`config.mk`:
```
export PLATFORM = sky130hd
export DESIGN_NAME = matrix_loader
export DESIGN_NICKNAME = d
export VERILOG_FILES = /design/src/rtl/matrix_loader.sv
export SDC_FILE = /design/constraint.sdc
export NUM_CORES = 1
export LEC_CHECK = 0
export ABC_AREA = 0
export CAP_MARGIN = 40
export CORE_MARGIN = 2
export CORE_UTILIZATION = 37
export DETAILED_ROUTE_END_ITERATION = 16
export PLACE_DENSITY = 0.74
export SLEW_MARGIN = 20
export SYNTH_ARGS = -nofsm -noshare
export SYNTH_HDL_FRONTEND = slang
export SYNTH_SLANG_ARGS = --single-unit
```
`constraint.sdc`:
```
create_clock -name clk -period 2.18 [get_ports clk]
set_input_delay 0.545 -clock clk [delete_from_list [all_inputs] [get_ports clk]]
set_output_delay 0.545 -clock clk [all_outputs]
set_load 0.02 [all_outputs]
```
`src/rtl/matrix_loader.sv`:
```
// -----------------------------------------------------------------------------
// matrix_loader
//
// Stream-to-RAM writer for the complex matrix-product datapath. One 32-bit
// valid/ready word stream is scattered into the four operand RAMs in plane
// order R1, I1, R2, I2. Each plane holds DIM*DIM words in row-major order.
// Once the last I2 word has been written, a one-cycle start_op pulse is sent
// to the operation-signal state machine.
//
// Write timing: a word accepted in cycle t shows up on wdata/waddr with its
// plane's write enable in cycle t+1. start_op follows two cycles after the
// final handshake.
//
// Optional feature macro: MATRIX_LOADER_CHECKSUM_EN
//   defined   -> checksum is a wrap-around sum of every accepted word. It is
//                cleared when a load is accepted.
//   undefined -> no checksum register is built, and checksum is tied to 0.
//
// Ports
//   clk       in   slow clock shared with the operand RAMs
//   rst       in   asynchronous reset, active-high
//   load      in   request a full load (only honoured in IDLE or DONE)
//   s_data    in   stream word (Q5.27, passed through unchanged)
//   s_valid   in   stream word valid
//   s_ready   out  loader accepts a word this cycle (high only in LOAD)
//   wdata     out  RAM write data, shared by all four RAMs
//   waddr     out  RAM write address, shared
//   we_r1     out  write enable, RAM R1
//   we_i1     out  write enable, RAM I1
//   we_r2     out  write enable, RAM R2
//   we_i2     out  write enable, RAM I2
//   start_op  out  one-cycle pulse to the operation-signal FSM
//   busy      out  high in LOAD, LAST and START
//   done      out  high in DONE
//   checksum  out  running sum of accepted words (see macro above)
//
// States
//   IDLE  | waiting for the first load request after reset
//   LOAD  | accepting stream words and issuing RAM writes
//   LAST  | final I2 write in flight, stream stalled
//   START | start_op pulse to the product core
//   DONE  | all four planes written; load re-arms
// -----------------------------------------------------------------------------
module matrix_loader #(
    parameter int ANCHO_PALABRA = 32,
    parameter int DIM           = 3,
    parameter int ADDR_W        = $clog2(DIM*DIM-1)+1
) (
    input  logic                     clk,
    input  logic                     rst,
    input  logic                     load,
    input  logic [ANCHO_PALABRA-1:0] s_data,
    input  logic                     s_valid,
    output logic                     s_ready,
    output logic [ANCHO_PALABRA-1:0] wdata,
    output logic [ADDR_W-1:0]        waddr,
    output logic                     we_r1,
    output logic                     we_i1,
    output logic                     we_r2,
    output logic                     we_i2,
    output logic                     start_op,
    output logic                     busy,
    output logic                     done,
    output logic [ANCHO_PALABRA-1:0] checksum
);

    localparam int                WORDS    = DIM*DIM;
    localparam logic [ADDR_W-1:0] IDX_LAST = ADDR_W'(WORDS-1);

    typedef enum logic [2:0] {IDLE, LOAD, LAST, START, DONE} state_t;
    typedef enum logic [1:0] {PL_R1, PL_I1, PL_R2, PL_I2} plane_t;

    state_t                   state_q;
    plane_t                   plane_q;
    plane_t                   plane_d;
    logic [ADDR_W-1:0]        idx_q;
    logic [ADDR_W-1:0]        idx_d;
    logic [ANCHO_PALABRA-1:0] wdata_q;
    logic [ADDR_W-1:0]        waddr_q;
    logic [3:0]               we_q;      // {I2, R2, I1, R1}
    logic                     start_q;

    logic handshake;
    logic idx_wrap;
    logic final_word;
    logic load_accept;

    always_comb begin
        handshake   = s_valid && (state_q == LOAD);
        load_accept = load && ((state_q == IDLE) || (state_q == DONE));
        idx_wrap    = (idx_q == IDX_LAST);
        final_word  = idx_wrap && (plane_q == PL_I2);
        idx_d       = idx_wrap ? '0 : idx_q + ADDR_W'(1);
        plane_d     = idx_wrap ? plane_t'(plane_q + 2'd1) : plane_q;
    end

    always_ff @(posedge clk or posedge rst) begin
        if (rst) begin
            state_q <= IDLE;
            plane_q <= PL_R1;
            idx_q   <= '0;
            wdata_q <= '0;
            waddr_q <= '0;
            we_q    <= '0;
            start_q <= 1'b0;
        end else begin
            // Write enables and start_op are single-cycle pulses unless re-armed below.
            we_q    <= '0;
            start_q <= 1'b0;
            case (state_q)
                IDLE, DONE: begin
                    if (load) begin
                        state_q <= LOAD;
                        plane_q <= PL_R1;
                        idx_q   <= '0;
                    end
                end
                LOAD: begin
                    if (handshake) begin
                        wdata_q <= s_data;
                        waddr_q <= idx_q;
                        we_q    <= 4'b0001 << plane_q;
                        idx_q   <= idx_d;
                        plane_q <= plane_d;
                        if (final_word) begin
                            state_q <= LAST;
                        end
                    end
                end
                LAST: begin
                    start_q <= 1'b1;
                    state_q <= START;
                end
                START: begin
                    state_q <= DONE;
                end
                default: begin
                    state_q <= IDLE;
                end
            endcase
        end
    end

`ifdef MATRIX_LOADER_CHECKSUM_EN
    logic [ANCHO_PALABRA-1:0] csum_q;
    logic [ANCHO_PALABRA-1:0] csum_d;

    always_comb begin
        csum_d = csum_q;
        if (load_accept) begin
            csum_d = '0;
        end else if (handshake) begin
            csum_d = csum_q + s_data;
        end
    end

    always_ff @(posedge clk or posedge rst) begin
        if (rst) begin
            csum_q <= '0;
        end else begin
            csum_q <= csum_d;
        end
    end

    assign checksum = csum_q;
`else
    assign checksum = '0;
`endif

    // Status outputs are decoded straight from the state register.
    assign s_ready  = (state_q == LOAD);
    assign busy     = (state_q == LOAD) || (state_q == LAST) || (state_q == START);
    assign done     = (state_q == DONE);

    assign wdata    = wdata_q;
    assign waddr    = waddr_q;
    assign we_r1    = we_q[0];
    assign we_i1    = we_q[1];
    assign we_r2    = we_q[2];
    assign we_i2    = we_q[3];
    assign start_op = start_q;

    a_we_onehot0 : assert property (@(posedge clk) disable iff (rst) $onehot0(we_q));
    a_waddr_range : assert property (@(posedge clk) disable iff (rst) waddr_q <= IDX_LAST);

endmodule
```
==> results.md <==
* Core Region at roughly 6300 um2
* Seq/Total Area, Yosys at approximately 53%
* Worst Setup SP: state_q[2]$_DFFE_PP0P_
* Status: finished, final reports clean
* DRC at 0
* Port-buffer cells at roughly 80
* Row cnt at 29
* Share of Yosys cell area claimed by the top area cell type at between 50% and 60%
* Cell Pwr Density at between 1000 and 1500 nW/um2
* Placer Congestion at ~0.86
* Via count at 1841
* Synth unique cells at 33
* Vias per cell at about 4.4
* Crit Path Class: flop to output pin
* Via count of the first global-routing pass at 1834
* Depth of the worst hold-timing path at 2
* Routed wire per std cell at around 12 um
* Cell depth of the worst flop-to-flop path at 5
* P_leak at 0.00164 uW
* Antenna-violating nets left at 0
* Yosys reg bits at 50
* Cts bufs inserted at 5
* Initial antenna violation count at 0
* Combinational Power Share at 46.7%
* Total GRT Usage at about 14%
* Fin. max-slew vios at 0
* Post-synth EDFFs at 0
* N_diodes at 0
* Clock period minus worst slack at ~2.0 ns
* Die width at ~84 um
* Critical path required time at 1.63 ns
* Clock Latency Late Sink at 0.29 ns
* Layout Area Growth over Synthesis at 37.9%
* Post-route setup slack at between 0.1 and 0.15 ns
* 1st-pass router iterations at 4
* Top-count cell post-synth: nand2_1
* Die area at 7040 um2
* First-pass GRT wire length at 8300 um
* CTS tree: yes
* Clock transition at the registers of the reported paths at approximately 0.080 ns
* Initial DRC count at 36
* Critical register-to-register path startpoint: state_q[2]$_DFFE_PP0P_
* Capturing point of the worst reg2reg path: wdata[25]$_DFFE_PP0P_
* Synth area leader: dfrtp_1
* Top cells by count, synth: nand2_1, dfrtp_1, buf_4
* Synth Instances at 255
* Period utilization at between 90 and 100%
* Ys flop type: dfrtp_1
* Flop-to-flop setup slack at between 0.5 and 0.6 ns
* Grt ovf at 0
* Placed insts at 410
* Fraction of layout cells with a size suffix above 1 at 7.65%
* Nets at approximately 380
* Switch share at a little under two fifths
* Fmax at between 400 and 500 MHz
* Pre-CTS setup slack at -0.0172 ns
* Critical path peak fanout at 2
* CTS Sinks at 50
* Startpoint types: flop
* Hold Crit Start: wdata[30]$_DFFE_PP0P_
* Synth warnings at 0
* Ports at 112
* Post-Route WL at roughly 5000 um
* Top post-synthesis cells by area: dfrtp_1, nand2_1, buf_4, ha_1, buf_2
* FFs w/ async S/R, synth at 100%
* Syn Area/Cell at approximately 9.3 um2
* Worst hold endpoint: wdata[30]$_DFFE_PP0P_
* Largest net degree at the start of global routing at 31
* RSZ-0062 raised after global routing: no
* Worst vdd ir at 0.627 mV
* Fin. Hold Viols at 0
* Setup-failing EPs final at 0
* Critical path capture point type: output pin
* Mapped cell area at around 2400 um2
* Max Buffers Root-to-Sink at 2
* Int Power at approximately 2300 uW
* Final non-filler cell total at 417
* Die Y at approximately 84 um
* Root buf cell: clkbuf_8
* Register share of total power at about two fifths
* Initial core utilization at between 30% and 40%
* Max Cap Viol at 0
* Worst Hold Class: flop to flop
* Net Sw Power at ~1400 uW
* Critical Path AT at roughly 1.5 ns
* Clk_skew at roughly 0.0065 ns
* H-tree levels at 2
* Post-DP HPWL at ~3700 um
* Final TNS setup at 0 ns
* Power share of the clock group at 13.7%
## sequential cells by signal (all words and copies together), names as in the netlist
| signal | count |
|---|---|
| wdata | 32 |
| idx_q | 4 |
| waddr | 4 |
| we_q | 4 |
| state_q | 3 |
| plane_q | 2 |
| start_op | 1 |
## layer usage
layer	up-vias	global-route usage [%]	wire length, um
met4	0	4.25	54
li1	902	-	-
met5	-	0	0
met2	71	25.5	2430
met1	859	16.7	2140
met3	9	4.25	374
## area by class of cell
class | instances | area (um2)
Clock buffer | 6 | 72.6
Clock inverter | 1 | 7.51
Fill cell | 576 | 3020
Inverter | 7 | 26.3
Multi-Input combinational cell | 184 | 918
Sequential cell | 50 | 1250
Tap cell | 77 | 96.3
Timing Repair Buffer | 92 | 885
## worst max-delay path by stage
stage / endpoint / slack, ns
3_5_place_dp: wdata[25]$_DFFE_PP0P_ / -0.02
6_report: s_ready / 0.14
3_3_place_gp: we_q[3]$_DFF_PP0_ / 0.02
5_1_grt: busy / 0.05
2_1_floorplan: idx_q[0]$_DFFE_PP0P_ / 0.43
4_1_cts: s_ready / 0.12
## critical path, cell delays in order, from the launching register on
cell and delay (ns):
dfrtp_1 0.38, or3b_1 0.39, inv_1 0.10, dlygate4sd2_1 0.34
## kinds of logic (layout without fill, tap and decap cells)
logic type | after synthesis | in the layout | share of synthesized area, %
AND/OR/NAND/NOR | 129 | 129 | 23.4
buffers and inverters | 52 | 106 | 13.9
flip-flops | 50 | 50 | 53.0
AO/OA/AOI/OAI | 15 | 15 | 5.56
adder cells (fa/ha/maj) | 6 | 6 | 3.18
multiplexers | 2 | 2 | 0.847
other | 1 | 32 | 0.159
## through the flow
stage / instance area, um2 / hold slack, ns / utilization (%) / power [uW]
after floorplan: 2480 / 0.477 / - / 2400
after global placement: 3180 / 0.457 / 50.7 / 3180
after detailed placement: 3180 / 0.462 / 50.7 / 3210
after CTS: 3260 / 0.484 / 51.9 / 3730
after global routing: 3260 / 0.498 / 51.9 / 3930
final: 3260 / 0.474 / 51.9 / 3680
## layout by cell type, fill, tap and decap left out, drive strengths merged, types with 3 or more instances in the layout
| cell type | count |
|---|---|
| and2 | 5 |
| buf | 13 |
| clkbuf | 6 |
| clkdlybuf4s50 | 76 |
| conb | 32 |
| dfrtp | 50 |
| dlygate4sd2 | 3 |
| ha | 6 |
| inv | 7 |
| nand2 | 107 |
| nor2 | 3 |
| nor2b | 3 |
## power by group through the flow
stage          Sequential, uW  Clock (uW)  Combinational (uW)
5_1_grt                  1500         565                1860
3_5_place_dp             1470           0                1740
4_1_cts                  1460         531                1740
2_1_floorplan            1800           0                 598
6_report                 1460         504                1720
3_3_place_gp             1460           0                1720
## repair_timing
item	CTS	global route
buffers inserted	0	0
hold buffers	0	0
endpoints found under the setup margin	3	0
resized for setup	3	0
endpoints found under the hold margin	0	0
No activity file was read; power rests on OpenSTA's default activity.
